==> config.mk <==
export PLATFORM = sky130hd
export DESIGN_NAME = divider_fixed_flat
export DESIGN_NICKNAME = d
export VERILOG_FILES = /design/src/rtl/divider_fixed_if.sv /design/src/rtl/divider_fixed.sv /design/src/flat_wrapper.sv
export SDC_FILE = /design/constraint.sdc
export NUM_CORES = 1
export LEC_CHECK = 0
export BUFFER_PORTS_ARGS = -buffer_cell sky130_fd_sc_hd__buf_2
export CAP_MARGIN = 15
export CELL_PAD_IN_SITES_DETAIL_PLACEMENT = 2
export CELL_PAD_IN_SITES_GLOBAL_PLACEMENT = 2
export CORE_MARGIN = 3
export CORE_UTILIZATION = 41
export CTS_BUF_LIST = sky130_fd_sc_hd__clkbuf_8
export DETAILED_ROUTE_END_ITERATION = 7
export PLACE_DENSITY_LB_ADDON = 0.1
export SETUP_SLACK_MARGIN = 0.5
export SYNTH_ARGS = -nofsm -noshare
export SYNTH_HDL_FRONTEND = slang
export SYNTH_SLANG_ARGS = --single-unit
==> constraint.sdc <==
create_clock -name clk -period 8.62 [get_ports clk]
set_clock_uncertainty 0.1 [all_clocks]
set_input_delay 0 -clock clk [delete_from_list [all_inputs] [get_ports clk]]
set_output_delay 0 -clock clk [all_outputs]
set_load 0.02 [all_outputs]
==> src/rtl/divider_fixed_if.sv <==
// divider_fixed_if: operand/request and result/status bundle for the fixed-point divider
//   master drives operands and start; slave returns the quotient and status.
interface divider_fixed_if;
    logic [15:0] dividend;
    logic [15:0] divisor;
    logic        start;
    logic [15:0] result;
    logic        overflow_flag;
    logic        div_by_zero;
    logic        busy;
    logic        finish;

    modport master (
        output dividend, divisor, start,
        input  result, overflow_flag, div_by_zero, busy, finish
    );

    modport slave (
        input  dividend, divisor, start,
        output result, overflow_flag, div_by_zero, busy, finish
    );
endinterface

==> src/rtl/divider_fixed.sv <==
// divider_fixed: sequential signed Q8.7 divider, non-restoring, one quotient bit per clock
//   with round-half-away-from-zero, sign restore and saturation; fixed 27-cycle latency.
module divider_fixed #(
    parameter int FRAC_BITS = 7
) (
    input logic            clk,
    input logic            rst,
    divider_fixed_if.slave bus
);
    typedef enum logic [2:0] {IDLE, LOAD, ITER, FINAL, DONE} state_t;

    state_t      state_q, state_d;
    logic [15:0] a_q, a_d, b_q, b_d;
    logic [24:0] n_q, n_d, q_q, q_d;
    logic [16:0] bm_q, bm_d;
    logic [17:0] rem_q, rem_d;
    logic [4:0]  cnt_q, cnt_d;
    logic        sign_q, sign_d;
    logic [15:0] result_q, result_d;
    logic        ovf_q, ovf_d, dbz_q, dbz_d, busy_q, busy_d, finish_q, finish_d;

    logic [16:0] a_mag, b_mag;
    logic [17:0] rem_sh, rem_nx;
    logic [24:0] qr, qr_neg;
    logic        bz, sat;

    always_comb begin
        a_mag  = a_q[15] ? 17'd0 - {1'b1, a_q} : {1'b0, a_q};
        b_mag  = b_q[15] ? 17'd0 - {1'b1, b_q} : {1'b0, b_q};
        // Non-restoring step: a negative remainder adds the divisor back instead of subtracting
        rem_sh = {rem_q[16:0], n_q[24]};
        rem_nx = rem_q[17] ? rem_sh + {1'b0, bm_q} : rem_sh - {1'b0, bm_q};
        qr     = {1'b0, q_q[24:1]} + 25'(q_q[0]);
        qr_neg = 25'd0 - qr;
        bz     = bm_q == 17'd0;
        sat    = sign_q ? qr > 25'd32768 : qr > 25'd32767;
        state_d  = state_q;
        a_d      = a_q;
        b_d      = b_q;
        n_d      = n_q;
        q_d      = q_q;
        bm_d     = bm_q;
        rem_d    = rem_q;
        cnt_d    = cnt_q;
        sign_d   = sign_q;
        result_d = result_q;
        ovf_d    = ovf_q;
        dbz_d    = dbz_q;
        busy_d   = busy_q;
        finish_d = finish_q;
        case (state_q)
            IDLE, DONE: begin
                if (bus.start) begin
                    a_d      = bus.dividend;
                    b_d      = bus.divisor;
                    busy_d   = 1'b1;
                    finish_d = 1'b0;
                    state_d  = LOAD;
                end
            end
            LOAD: begin
                n_d     = 25'(a_mag) << (FRAC_BITS + 1);
                bm_d    = b_mag;
                sign_d  = a_q[15] ^ b_q[15];
                rem_d   = 18'd0;
                q_d     = 25'd0;
                cnt_d   = 5'd0;
                ovf_d   = 1'b0;
                dbz_d   = 1'b0;
                state_d = ITER;
            end
            ITER: begin
                rem_d   = rem_nx;
                q_d     = {q_q[23:0], ~rem_nx[17]};
                n_d     = {n_q[23:0], 1'b0};
                cnt_d   = cnt_q + 5'd1;
                state_d = cnt_q == 5'd24 ? FINAL : ITER;
            end
            FINAL: begin
                dbz_d    = bz;
                ovf_d    = bz | sat;
                result_d = bz     ? (a_q[15] ? 16'h8000 : 16'h7FFF) :
                           sign_q ? (sat ? 16'h8000 : qr_neg[15:0]) :
                                    (sat ? 16'h7FFF : qr[15:0]);
                busy_d   = 1'b0;
                finish_d = 1'b1;
                state_d  = DONE;
            end
            default: state_d = IDLE;
        endcase
    end

    always_ff @(posedge clk) begin
        if (rst) begin
            state_q  <= IDLE;
            a_q      <= '0;
            b_q      <= '0;
            n_q      <= '0;
            q_q      <= '0;
            bm_q     <= '0;
            rem_q    <= '0;
            cnt_q    <= '0;
            sign_q   <= 1'b0;
            result_q <= '0;
            ovf_q    <= 1'b0;
            dbz_q    <= 1'b0;
            busy_q   <= 1'b0;
            finish_q <= 1'b0;
        end else begin
            state_q  <= state_d;
            a_q      <= a_d;
            b_q      <= b_d;
            n_q      <= n_d;
            q_q      <= q_d;
            bm_q     <= bm_d;
            rem_q    <= rem_d;
            cnt_q    <= cnt_d;
            sign_q   <= sign_d;
            result_q <= result_d;
            ovf_q    <= ovf_d;
            dbz_q    <= dbz_d;
            busy_q   <= busy_d;
            finish_q <= finish_d;
        end
    end

    assign bus.result        = result_q;
    assign bus.overflow_flag = ovf_q;
    assign bus.div_by_zero   = dbz_q;
    assign bus.busy          = busy_q;
    assign bus.finish        = finish_q;
endmodule

==> src/flat_wrapper.sv <==
// flat-port wrapper written by rule: the top's interface ports become plain ports
module divider_fixed_flat 
#(
    parameter int FRAC_BITS = 7
)
  (clk, rst, bus_dividend, bus_divisor, bus_start, bus_result, bus_overflow_flag, bus_div_by_zero, bus_busy, bus_finish);
  divider_fixed_if bus_i ();
  input logic clk;
  input logic rst;
  input wire logic [$bits(bus_i.dividend)-1:0] bus_dividend;
  input wire logic [$bits(bus_i.divisor)-1:0] bus_divisor;
  input wire logic [$bits(bus_i.start)-1:0] bus_start;
  output wire logic [$bits(bus_i.result)-1:0] bus_result;
  output wire logic [$bits(bus_i.overflow_flag)-1:0] bus_overflow_flag;
  output wire logic [$bits(bus_i.div_by_zero)-1:0] bus_div_by_zero;
  output wire logic [$bits(bus_i.busy)-1:0] bus_busy;
  output wire logic [$bits(bus_i.finish)-1:0] bus_finish;
  assign bus_i.dividend = bus_dividend;
  assign bus_i.divisor = bus_divisor;
  assign bus_i.start = bus_start;
  assign bus_result = bus_i.result;
  assign bus_overflow_flag = bus_i.overflow_flag;
  assign bus_div_by_zero = bus_i.div_by_zero;
  assign bus_busy = bus_i.busy;
  assign bus_finish = bus_i.finish;
  divider_fixed #(.FRAC_BITS(FRAC_BITS)) u_core (.clk(clk), .rst(rst), .bus(bus_i));
endmodule
Word-level counts from Yosys, hierarchy flattened

Cells that the tools add are included.

Equality and inequality tests: 6
Bitwise operators: 3
Order comparisons: 2
$add $sub $neg: 7
Mux-type cells: 22
Reduce and logical (&&, ||, !) cells: 8

Operator list:

| cell                                                            | number |
|---|---|
| case mux 25 bit (2 select lines)                                | 2 |
| 2-to-1 mux 16 bit                                               | 5 |
| case mux 18 bit (2 select lines)                                | 1 |
| 2-to-1 mux 17 bit                                               | 2 |
| subtractor 1 x 17 -> 17 bit, first input constant               | 2 |
| adder 24 x 1 -> 25 bit                                          | 1 |
| greater-than comparator 25 x 15 -> 1 bit, second input constant | 1 |
| greater-than comparator 25 x 16 -> 1 bit, second input constant | 1 |
| adder 18 x 17 -> 18 bit                                         | 1 |
| 2-to-1 mux 18 bit                                               | 1 |
| subtractor 18 x 17 -> 18 bit                                    | 1 |
| logical NOT 17 bit                                              | 1 |
| subtractor 1 x 16 -> 16 bit, first input constant               | 1 |
| case mux 3 bit (4 select lines)                                 | 1 |
| case mux 5 bit (2 select lines)                                 | 1 |
| case mux 1 bit (2 select lines)                                 | 4 |
| == test 3 x 2 -> 1 bit, second input constant                   | 2 |
| nonzero test 2 bit                                              | 3 |
| adder 5 x 1 -> 5 bit, second input constant                     | 1 |
| == test 5 bit, second input constant                            | 1 |
| 2-to-1 mux 1 bit                                                | 4 |
| AND reduction 2 bit                                             | 2 |
| == test 3 x 1 -> 1 bit, second input constant                   | 1 |
| == test 3 bit, second input constant                            | 1 |
| 7 further kinds                                                 | 7 |

Word-level logic and storage cells: 62
Register bits: 146
Output and inout port bits: 20
Input port bits: 35

Logic depth before layout (Yosys ltp)

Depth after elaboration: 6
Depth in mapped cells: 15
Depth with buffers taken out: 15

Least setup slack after synthesis

No wires, ideal clock.

Path kind: reg2reg
Start: reg u_core.bm_q[0]
End: reg u_core.rem_q[16]
Setup slack: 5353 ps
Period minus slack after synthesis: 3267 ps
Data required time: 8433 ps
Stages on the path, launching flop included: 14
Arrival: 3080 ps
Path buffers: 0
Setup time: 87 ps
Cell sequence: dfxtp_1 nor3_1 nand2_1 nor4_1 a21oi_1 xor2_1 ha_1 and2_1 o21ai_0 a31oi_1 and4_1 a2111oi_0 xor2_1 o31ai_1

Cells in the longest elaborated chain, start to end: 3
Elaborated cells on any way between the ends: 4
Those cells by class: 2 x add/sub; 2 x mux

RTL lines:

| element                                                                        | RTL line             | text |
|---|---|---|
| from (decl)                                                                    | divider_fixed.sv:15  | `logic [16:0] bm_q, bm_d;` |
| from (signal assigned)                                                         | divider_fixed.sv:115 | `bm_q <= bm_d;` |
| subtractor 18 x 17 -> 18 bit / adder 18 x 17 -> 18 bit (equally long branches) | divider_fixed.sv:32  | `rem_nx = rem_q[17] ? rem_sh + {1'b0, bm_q} : rem_sh - {1'b0, bm_q};` |
| 2-to-1 mux 18 bit *                                                            | divider_fixed.sv:32  |  |
| case mux 18 bit (2 select lines) *                                             | divider_fixed.sv:51  | `case (state_q)` |
| to (signal assigned)                                                           | divider_fixed.sv:116 | `rem_q <= rem_d;` |
| to (decl)                                                                      | divider_fixed.sv:16  | `logic [17:0] rem_q, rem_d;` |

Mark *: on every way between the ends. The rest lies on a longest branch, timed or not.
A chain may end at the register's enable or synchronous reset.

Worst setup path after layout

Ends and elaborated chain as after synthesis.

==> out/qor.yml <==
status:
  status: "complete, no violations"
global_routing:
  grt_pass1_vias: 8172
  grt_overflow: 0
  grt_pass1_wl_um: 45260
  antenna_found_initial: 0
  grt_util_all_layers: 0.2745
  grt_max_degree: 104
synth:
  synth_enable_flop_cells: 0
  synth_seq_cells: 138
  synth_top_area_share: 0.3523
  async_flop_share: 0
  syn_avg_cell_area_um2: 7.953
  synthMostInstantiatedCell: "dfxtp_1"
  syn_area_um2: 7841
  synth_top_family_by_area: "simple AND/OR/NAND/NOR gates"
  synth_ff_type: "dfxtp_1"
  synth-simple-area-share: 0.2456
  synth-compound-area-share: 0.2138
  synth_fp_nets: 1049
  yosysWarnings: 0
  ys_top_cells_by_area: "dfxtp_1 (35%), nand2_1 (6.2%), nor2_1 (5.5%)"
  synthAdderAreaFrac: 0.04564
  yosysSeqAreaShare: 0.3523
  syn_inst: 986
  synthMuxAreaShare: 0.009255
  synth_common_cells: "dfxtp_1 (138), nand2_1 (130), nor2_1 (115)"
  synth_cell_types: 74
  post-synth-top-area-cell: "dfxtp_1"
  synth_xor_area_frac: 0.08266
timing:
  hold_violations: 0
  slew_violations: 0
  rsz0062_at_grt: "false"
  period_minus_slack_ps: 3984
  fin_crit_sh: 0.4622
  tightest_slew_ps: 1159
  setup_viol: 0
  relSlewSlack: 0.2277
  max_clock_freq_mhz: 251.0
  tns_ps: 0
clocking:
  cts_buffer_depth: 2
  cts_made_buffers: 17
  cts_tree: "yes"
  cts.clk_slew.worst_paths_ps: 100
  cts_root_buffer: "clkbuf_8"
  clk_latency_ps: 490
  cts.repair.resized: 0
  postCtsSetupRepairBufs: 0
  clock_sinks: 138
  cts-hold-fix-buffers: 34
  htree_levels: 4
worst_setup_path:
  path_buf_inv: 0
  crit_path_end_kind: "flip-flop"
  critical_path.cell_chain: "nor3_1 > nand2_1 > nor4_1 > a21oi_1 > xor2_1 > ha_1 > and2_1 > o21ai_0 > a31oi_1 > and4_1 > a2111oi_0 > xor2_1 > o31ai_1"
  cp_max_fo: 6
  cp-start-kind: "flip-flop"
  crit_path_top_delay_cell: "nor4_1"
  cp.arrival_ps: 4260
  critPathRequiredTime_ps: 8900
  cp_top_family: "simple AND/OR/NAND/NOR gates"
  cpPeakStageDelay_ps: 650
  cpMostUsedCell: "xor2_1"
  path_class: "reg -> reg"
  crit_cells: 13
  r2r_cells: 13
floorplan:
  die_x_um: 144.3
  die_h_um: 144.3
  io_pins: 55
  rows: 49
  coreArea_um2: 18390
  start_util: 0.4263
  floorplan.die_area_um2: 20820
placement:
  placed_cell_area_um2: 8157
  dp_hpwl_um: 16330
  dp.cells: 1206
  io_buffers: 54
  gp_congestion: 0.8431
pwr:
  ir_drop_mv: 0.09513
  power.density_nw_per_um2: 193.2
  leakage_uw: 0.003363
layout:
  final_area_um2: 8870
  area_delta_synth_final_pct: 13.12
  finalNonFillerCells: 1272
  drive_above_1_share: 0.1256
  antenna_cells: 0
  finalNetCount: 1093
  post-route-util: 0.4822
detailed_routing:
  drtPass1Iterations: 5
  viasPerCell: 5.991
  remaining_drc_errors: 0
  post_drt_wl_per_cell_um: 22.05
  routed_wl_um: 28050
  dr_total_vias: 7620
  drt_iter0_markers: 528
  ant_nets: 0
worst_hold_path:
  hold_path_class: "in -> reg"
  hold_depth: 4
run:
  drv_cap: 0
[path summary, 6_finish.rpt]
check / end / slack (ps) / start
min reg2reg: u_core.rem_q[9] / 390 / u_core.rem_q[9]
max: u_core.rem_q[16] / 4640 / u_core.bm_q[0]
min: u_core.b_q[5] / 190 / bus_divisor[5]
max reg2reg: u_core.rem_q[16] / 4640 / u_core.bm_q[0]
[registers in the layout (all words and copies together), names as in the netlist, 3 cells and up]
register           cells
u_core.a_q            16
u_core.n_q            17
u_core.bm_q           17
u_core.cnt_q           5
u_core.b_q            16
u_core.rem_q          18
u_core.q_q            25
u_core.bus.result     16
u_core.state_q         3
[power breakdown]
part	internal [µW]	switching, µW
clock network	232	301
logic	179	284
registers	670	47.1
[layer usage]
layer	vias up	track usage	share of wire
met4	0	0.08149	0.019
met5	-	0	0
li1	3606	-	-
met1	3848	0.3481	0.46
met3	38	0.04861	0.028
met2	128	0.4765	0.49
[layout make-up]
type	instances	area, µm²
clock buffers	17	234.0
clock inverters	15	138.9
fillers	2078	9523
inverters	23	86.33
multi-input cells	755	4696
flip-flops and latches	138	2763
well taps	229	286.5
repair buffers	95	665.6
[through the flow]
| step | hold slack, ps | total power, µW | worst slack [ps] |
|---|---|---|---|
| after floorplan | 35.97 | 1042 | 5353 |
| after global placement | 140.0 | 1138 | 4890 |
| after detailed placement | 148.3 | 1156 | 4789 |
| after CTS | 171.6 | 1696 | 4736 |
| after global routing | 187.9 | 1804 | 4217 |
| final | 192.1 | 1714 | 4636 |
[logic make-up (layout without fill, tap and decap cells)]
group / after synthesis / in the layout
and+or+nand+nor: 397 / 397
DFF: 138 / 138
xor gates and xnor gates: 74 / 74
muxes: 7 / 7
adders and majority gates: 28 / 28
buffers and inverters: 93 / 150
AOI/OAI and AO/OA: 249 / 249
[layout by cell type, fill, tap and decap left out, drive strengths merged, types with 31 or more instances in the layout]
master and n:
nor2 116, dlygate4sd3 34, xnor2 35, nand3 31
a21oi 84, a22oi 47, xor2 39, buf 61
dfxtp 138, nand2 131, nor3 34
[tightest hold or removal path, delay by kind of cell]
| kind | cells | cell delay [ps] |
|---|---|---|
| AO/OA/AOI/OAI | 1 | 50 |
| AND/OR/NAND/NOR | 1 | 50 |
| buffers and inverters | 2 | 640 |
No activity file was read; power rests on OpenSTA's default activity.
